--- config.mk ---
export PLATFORM = sky130hd
export DESIGN_NAME = rgb2ycbcr_pipe
export DESIGN_NICKNAME = d
export VERILOG_FILES = /design/src/rtl/rgb2ycbcr_pipe.sv
export SDC_FILE = /design/constraint.sdc
export NUM_CORES = 1
export LEC_CHECK = 0
export CAP_MARGIN = 20
export CORE_UTILIZATION = 50
export DETAILED_ROUTE_END_ITERATION = 8
export HOLD_SLACK_MARGIN = 0.15
export PLACE_DENSITY = 0.67
export RECOVER_POWER = 25
export SLEW_MARGIN = 20
export SYNTH_ARGS = -nofsm -noshare
export SYNTH_HDL_FRONTEND = slang
export SYNTH_SLANG_ARGS = --single-unit
--- constraint.sdc ---
create_clock -name clk -period 8.5 [get_ports clk]
set_input_delay 2.125 -clock clk [delete_from_list [all_inputs] [get_ports clk]]
set_output_delay 2.125 -clock clk [all_outputs]
set_load 0.05 [all_outputs]
--- src/rtl/rgb2ycbcr_pipe.sv ---
// rtl/rgb2ycbcr_pipe.sv - pipelined BT.601 full-range RGB->YCbCr with gray/444/422/bypass output
// Optional CHROMA_AVG_EN: 4:2:2 chroma pair averaging, one extra stage (LAT 5 instead of 4).
module rgb2ycbcr_pipe #(
  parameter int DW = 8
) (
  input  logic            clk,
  input  logic            rst_n,
  input  logic [1:0]      cfg_mode,
  input  logic            pre_frame_vsync,
  input  logic            pre_frame_hsync,
  input  logic            pre_frame_de,
  input  logic [3*DW-1:0] img_data,
  output logic            post_frame_vsync,
  output logic            post_frame_hsync,
  output logic            post_frame_de,
  output logic [3*DW-1:0] post_data,
  output logic [1:0]      mode_active
);
  localparam int PW  = DW + 8;
  localparam int AW  = DW + 10;
  localparam int SBW = 3*DW + 5;
`ifdef CHROMA_AVG_EN
  localparam int NS = 4;
`else
  localparam int NS = 3;
`endif
  localparam logic signed [AW-1:0] C_OFS = AW'((1 << (DW+7)) + 128);
  localparam logic signed [AW-1:0] Y_RND = AW'(128);
  localparam logic signed [DW+1:0] MAXV  = {2'b00, {DW{1'b1}}};

  logic                 vs_d;
  logic [SBW-1:0]       sb [NS];
  logic [PW-1:0]        r_e, g_e, b_e;
  logic [PW-1:0]        m_yr, m_yg, m_yb, m_cbr, m_cbg, m_cbb, m_crr, m_crg, m_crb;
  logic signed [AW-1:0] s_y, s_cb, s_cr;
  logic [DW-1:0]        y3, cb3, cr3;
  logic [DW-1:0]        py, pcb, pcr, c_hold, chroma;
  logic                 phase;
  logic                 o_vs, o_hs, o_de;
  logic [1:0]           o_mode;
  logic [3*DW-1:0]      o_rgb, packed_px;

  assign r_e = PW'(img_data[3*DW-1 -: DW]);
  assign g_e = PW'(img_data[2*DW-1 -: DW]);
  assign b_e = PW'(img_data[DW-1:0]);

  function automatic logic [DW-1:0] sat(input logic signed [AW-1:0] a);
    logic signed [DW+1:0] q;
    q = a[AW-1:8];
    if (q < 0)         sat = '0;
    else if (q > MAXV) sat = '1;
    else               sat = q[DW-1:0];
  endfunction

  // Mode is sampled only on a vsync rising edge so a frame never mixes formats
  always_ff @(posedge clk or negedge rst_n) begin
    if (!rst_n) begin
      vs_d        <= 1'b0;
      mode_active <= 2'd0;
    end else begin
      vs_d <= pre_frame_vsync;
      if (pre_frame_vsync && !vs_d) mode_active <= cfg_mode;
    end
  end

  always_ff @(posedge clk or negedge rst_n) begin
    if (!rst_n) begin
      for (int i = 0; i < NS; i++) sb[i] <= '0;
      {m_yr, m_yg, m_yb, m_cbr, m_cbg, m_cbb, m_crr, m_crg, m_crb} <= '0;
      {s_y, s_cb, s_cr} <= '0;
      {y3, cb3, cr3}    <= '0;
    end else begin
      sb[0] <= {pre_frame_vsync, pre_frame_hsync, pre_frame_de, mode_active, img_data};
      for (int i = 1; i < NS; i++) sb[i] <= sb[i-1];
      m_yr  <= r_e * PW'(77);
      m_yg  <= g_e * PW'(150);
      m_yb  <= b_e * PW'(29);
      m_cbr <= r_e * PW'(43);
      m_cbg <= g_e * PW'(85);
      m_cbb <= b_e << 7;
      m_crr <= r_e << 7;
      m_crg <= g_e * PW'(107);
      m_crb <= b_e * PW'(21);
      s_y   <= AW'(m_yr) + AW'(m_yg) + AW'(m_yb) + Y_RND;
      s_cb  <= AW'(m_cbb) - AW'(m_cbr) - AW'(m_cbg) + C_OFS;
      s_cr  <= AW'(m_crr) - AW'(m_crg) - AW'(m_crb) + C_OFS;
      y3    <= sat(s_y);
      cb3   <= sat(s_cb);
      cr3   <= sat(s_cr);
    end
  end

  assign {o_vs, o_hs, o_de, o_mode, o_rgb} = sb[NS-1];

`ifdef CHROMA_AVG_EN
  logic [DW-1:0] y4, cb4, cr4;
  logic          next_de;

  function automatic logic [DW-1:0] avg(input logic [DW-1:0] a, input logic [DW-1:0] b);
    logic [DW:0] s;
    s   = {1'b0, a} + {1'b0, b} + (DW+1)'(1);
    avg = s[DW:1];
  endfunction

  always_ff @(posedge clk or negedge rst_n) begin
    if (!rst_n) {y4, cb4, cr4} <= '0;
    else        {y4, cb4, cr4} <= {y3, cb3, cr3};
  end

  assign {py, pcb, pcr} = {y4, cb4, cr4};
  // S3 holds the following pixel, so the even pixel can look one ahead
  assign next_de = sb[NS-2][3*DW+2];

  always_comb begin
    chroma = pcb;
    if (!phase) chroma = next_de ? avg(pcb, cb3) : pcb;
    else        chroma = avg(c_hold, pcr);
  end
`else
  assign {py, pcb, pcr} = {y3, cb3, cr3};

  always_comb begin
    chroma = pcb;
    if (phase) chroma = c_hold;
  end
`endif

  always_comb begin
    packed_px = '0;
    case (o_mode)
      2'd0:    packed_px = {py, py, py};
      2'd1:    packed_px = {py, pcb, pcr};
      2'd2:    packed_px = {py, chroma, {DW{1'b0}}};
      default: packed_px = o_rgb;
    endcase
  end

  always_ff @(posedge clk or negedge rst_n) begin
    if (!rst_n) begin
      post_frame_vsync <= 1'b0;
      post_frame_hsync <= 1'b0;
      post_frame_de    <= 1'b0;
      post_data        <= '0;
      phase            <= 1'b0;
      c_hold           <= '0;
    end else begin
      post_frame_vsync <= o_vs;
      post_frame_hsync <= o_hs;
      post_frame_de    <= o_de;
      post_data        <= o_de ? packed_px : '0;
      phase            <= o_de ? ~phase : 1'b0;
      if (o_de && !phase) c_hold <= pcr;
    end
  end
endmodule
After elaboration in Yosys (flattened, before gate mapping)
Index checks and enable logic that the tools add are counted.
{ "word_totals": {"output_inout_bits": 29, "ff_bits": 320, "wordCells": 66, "inputBits": 31} }
{ "op_classes": {"mul": 7, "mux": 10, "reduce_logical": 5, "n_eq_ne": 2, "n_addsub": 9, "n_lt_le_gt_ge": 6, "n_bitwise": 1} }
{ "op_table": {"columns": ["cell", "count"], "rows": [
  ["24-bit one-hot mux with 3 select lines", 1],
  ["8-bit by 7-bit multiplier with 15-bit output (second input constant)", 4],
  ["8-bit two-way mux", 7],
  ["18-bit by 16-bit adder with 18-bit output (second input constant)", 2],
  ["10-bit by 9-bit > comparator with 1-bit output (second input constant)", 3],
  ["10-bit by 1-bit less-than comparator with 1-bit output (second input constant)", 3],
  ["8-bit by 5-bit multiplier with 13-bit output (second input constant)", 2],
  ["24-bit two-way mux", 1],
  ["17-bit by 13-bit adder with 18-bit output", 1],
  ["18-bit by 8-bit adder with 18-bit output (second input constant)", 1],
  ["15-bit by 16-bit adder with 17-bit output", 1],
  ["16-bit by 14-bit subtractor with 17-bit output", 1],
  ["16-bit by 16-bit subtractor with 17-bit output", 1],
  ["15-bit by 14-bit subtractor with 16-bit output", 1],
  ["15-bit by 15-bit subtractor with 16-bit output", 1],
  ["8-bit by 6-bit multiplier with 14-bit output (second input constant)", 1],
  ["2-bit by 1-bit == test with 1-bit output (second input constant)", 1],
  ["2-bit == test (second input constant)", 1],
  ["1-bit logical AND", 2],
  ["1-bit logical NOT", 2],
  ["2-bit logical NOT", 1],
  ["1-bit two-way mux", 1],
  ["1-bit inverter", 1]
]} }

Logic depth before layout (Yosys ltp)
{ "logic_depth": {"ltp_word": 3, "ltp_mapped": 17, "ltp_nobuf": 16} }

Worst setup path before layout
Ideal clock, no wire load.
{ "synth_timing": {"kind": "input-to-reg", "start": "input port img_data[9]", "end": "register m_cbg[14]", "t_arrival_ps": 5673, "path_slack_ps": 2740, "setup_time_ps": 87, "cell_stages": 15, "n_path_buf": 0, "required_time_ps": 8413, "cell_sequence": "ha_1 inv_1 fa_1 inv_1 ha_1 inv_1 fa_1 inv_1 ha_1 a21boi_0 o21a_1 o21a_1 o41ai_2 or4b_2 o211ai_1"} }
{ "synth_between": {"elab_chain_len": 1} }
{ "synth_rtl": {"columns": ["item", "line", "rtl"], "rows": [
  ["from (decl)", "12", "input logic [3*DW-1:0] img_data,"],
  ["8-bit by 7-bit multiplier with 15-bit output", "79", "m_cbg <= g_e * PW'(85);"],
  ["to (signal assigned)", "79", null],
  ["to (decl)", "34", "logic [PW-1:0] m_yr, m_yg, m_yb, m_cbr, m_cbg, m_cbb, m_crr, m_crg, m_crb;"]
]} }
No other way between the ends.
A chain may end at the register's enable or synchronous reset.

Worst setup path in the final report
{ "layout_timing": {"start": "input port img_data[13]", "end": "register m_cbg[14]"} }
Same word-level chain as after synthesis.

==> flow_metrics.py <==
metrics = {
    "run_status": {
        "status": "complete, but fails checks",
        "violations": "max-capacitance violations, max-slew violations",
    },
    "timing": {
        "fin_crit_sh_pct": 72.3,
        "clock.fmax_ghz": 0.163,
        "setup_viol": 0,
        "fin_tns_setup_ps": 0,
        "skew_ps": 15.9,
        "rsz0062_at_grt": "false",
        "hold_viol": 0,
        "worst_pin_slew_ps": 4910,
        "fin_crit_ps": 6150,
        "slew_violations": 95,
        "relSlewSlack_pct": -227,
    },
    "synth": {
        "netlist_area_um2": 17200,
        "synth-compound-area-share_pct": 9.44,
        "synth_adder_area_share_pct": 28.2,
        "synth_top_area_share_pct": 38.2,
        "ys_warn_count": 0,
        "syn-num-nets": 1961,
        "avgSynthCellArea_um2": 10.9,
        "synth_edf_count": 0,
        "synth_cells": 1583,
        "synth_area_leader_cell": "dfrtp_1",
        "yosysUniqueCellTypes": 73,
        "yosysSeqAreaShare_pct": 38.2,
        "synth_top_flop_cell": "dfrtp_1",
        "synth_area_leaders": "dfrtp_1 (38%), ha_1 (20%), fa_1 (8.0%)",
        "synth_xor_area_share_pct": 6.07,
        "synth_top_family_by_area": "adder cells",
        "ys_seq_elements": 263,
        "synthSimpleGateAreaFrac_pct": 9.30,
        "muxShareOfSynthArea_pct": 2.98,
        "postSynth.asyncResetShare_pct": 100,
    },
    "floorplan": {
        "fp-row-count": 67,
        "ios": 60,
        "dieArea_um2": 35200,
        "start_util_pct": 51.1,
        "die_w_um": 188,
        "fp.dieH_um": 188,
        "core_area_um2": 33700,
    },
    "worst_setup_path": {
        "start_kind": "input pin",
        "path_max_fanout": 8,
        "worstSetupPathType": "input pin to register",
        "worstPathRequired_ps": 8970,
        "cp-end-kind": "register",
        "cp.arrival_ps": 6620,
        "r2r_start": "m_cbr[0]",
        "cp-startpoint": "img_data[13]",
    },
    "cts": {
        "tritoncts": "yes",
        "htree_num_levels": 1,
        "cts_hold_buf": 0,
        "cts_setup_buffers": 0,
        "cts_root_buf": "clkbuf_16",
        "clock_path_buffers": 3,
        "clk_latency_ps": 550,
        "numCtsBuffers": 29,
        "clk_pin_slew_ps": 60,
        "post_cts_resized": 0,
        "clock-sinks": 263,
    },
    "min_path": {
        "min_path_type": "register to register",
        "hp-start": "sb[45]",
    },
    "detailed_routing": {
        "routed_wl_mm": 34.4,
        "vias": 11043,
        "viasPerCell": 5.20,
        "route.detailed.wl_per_inst_um": 16.2,
        "postRouteAntennaNets": 0,
        "firstDrtPassIters": 5,
        "drtIter0Drc": 497,
        "remaining_drc_errors": 0,
    },
    "grt": {
        "grt_overflow_total": 0,
        "grt_pass1_vias": 11457,
        "antenna_found_initial": 0,
        "grt_pass1_wl_mm": 57.4,
        "grt_use_total_pct": 20.4,
        "grt_max_degree": 170,
    },
    "placed_design": {
        "port_buffers": 59,
        "dp.final_hpwl_mm": 27.8,
        "place_area_um2": 18300,
        "finalWeightedCongestion": 0.907,
    },
    "flow_run": {
        "drv_cap": 1,
    },
    "power_and_ir_drop": {
        "ir_drop_v": 0.000208,
        "power.density_nw_per_um2": 390,
        "leakagePower_nw": 9.58,
    },
    "cells_and_area": {
        "area_growth_pct": 12.4,
        "drive_gt1_share_pct": 6.51,
        "nets": 2029,
        "final_cell_area_um2": 19400,
    },
}
stage by stage:
| stage | util, % | power [mW] | setup WS (ps) | hold slack (ps) | std cells |
|---|---|---|---|---|---|
| after floorplan | - | 5.22 | 2740 | 331 | 1583 |
| after global placement | 54.4 | 6.11 | 1930 | 332 | 2068 |
| after detailed placement | 54.4 | 6.21 | 1840 | 335 | 2068 |
| after CTS | 57.5 | 7.61 | 2410 | 342 | 2122 |
| after global routing | 57.5 | 8.22 | 1270 | 348 | 2122 |
| final | 57.5 | 7.55 | 2350 | 341 | 2123 |
area by class of cell:
type                    count  area (um2)
inverters                 244         916
flip-flops and latches    263        6580
clock inverters            18         229
repair buffers             60         604
fillers                  2808       14300
multi-input cells        1053        9650
clock buffers              36         822
well taps                 448         561
diodes                      1        2.50
cells in the mapped netlist, types with 3 or more instances:
master     instances
ha_1             278
o311ai_0           6
a211oi_1           3
o2111ai_1          4
o21bai_1          23
xnor2_1           84
mux2i_1           12
nor3b_1            4
a311o_1            3
a2111oi_0          3
inv_1            244
a21o_1            20
a21oi_1           59
o31ai_1            5
o211ai_1           7
mux4_2             8
nor3_1            32
fa_1              69
and2_1            25
nand3_1           23
nand4_1            7
nor2_1           113
o311a_1            3
and3_1             4
nor4_1             9
mux2_2            19
or3_1              5
xor2_1            31
dfrtp_1          263
nor2b_1           12
or2_2              7
a21boi_0          12
or4_1              5
nand2_1           62
o21ai_0           26
nand2b_1           7
a31oi_1            6
clkbuf_1          23
o21a_1            14
worst max-delay path: stages:
cell             delay (ps)
clkdlybuf4s50_1         710
inv_1                   210
fa_1                    570
inv_1                    70
ha_1                    350
inv_1                    80
fa_1                    500
inv_1                    40
ha_1                    310
a21boi_0                150
o21a_1                  200
o21a_1                  200
o41ai_2                 360
or4b_2                  630
o211ai_1                110
power by group:
part	internal, mW	switching, mW	total (mW)	leakage [nW]
registers	1.67	0.248	1.92	3.12
logic	1.90	2.40	4.30	5.94
clock network	0.815	0.517	1.33	0.524
state kept, by name, summed over array words and instances, names as in the netlist, 8 cells and up:
| register | cells |
|---|---|
| py | 8 |
| m_yb | 10 |
| m_cbr | 14 |
| sb | 52 |
| post_data | 24 |
| cb3 | 8 |
| m_crb | 13 |
| m_yr | 14 |
| m_yg | 10 |
| m_cbg | 14 |
| s_cr | 10 |
| c_hold | 8 |
| cr3 | 8 |
| s_y | 10 |
| m_crg | 15 |
| o_rgb | 24 |
| s_cb | 10 |
metal layers:
metal,global-route usage (%),share of wire (%)
met4,6.32,3.0
met2,35.9,50
met5,0,0
met3,2.40,3.2
met1,26.3,44
cell usage in the layout, fill, tap and decap left out, drive strengths merged, types with 6 or more instances in the layout:
| master | count |
|---|---|
| nand3 | 24 |
| clkinv | 10 |
| and2 | 25 |
| clkbuf | 37 |
| a21boi | 12 |
| o211ai | 7 |
| o21bai | 24 |
| nand2b | 7 |
| a31oi | 6 |
| a21oi | 59 |
| o21ai | 29 |
| mux2i | 12 |
| nor2 | 113 |
| nor2b | 12 |
| fa | 69 |
| or2 | 7 |
| o21a | 14 |
| nor4 | 10 |
| o31ai | 6 |
| clkdlybuf4s50 | 55 |
| nand2 | 62 |
| xor2 | 32 |
| inv | 247 |
| mux2 | 19 |
| o311ai | 6 |
| dfrtp | 263 |
| nand4 | 7 |
| a21o | 20 |
| xnor2 | 84 |
| ha | 278 |
| nor3 | 33 |
| mux4 | 8 |
final timing paths:
path,slack (ps),to,depth (start not counted)
setup reg to reg,4140,s_cb[14],14
setup / recovery,2350,m_cbg[14],15
max in group asynchronous,2410,m_cbg[10],1
hold reg to reg,340,o_rgb[16],0
hold / removal,340,o_rgb[16],0
min in group asynchronous,3330,post_frame_de,1
logic make-up (layout without fill, tap and decap cells):
family          after synthesis  in the layout
compound gates              222            222
xor+xnor                    117            117
fa+ha+maj                   347            347
buf+inv                     267            358
flops                       263            263
mux                          39             39
other cells                   0              1
simple gates                328            328
No activity file was read; power rests on OpenSTA's default activity.
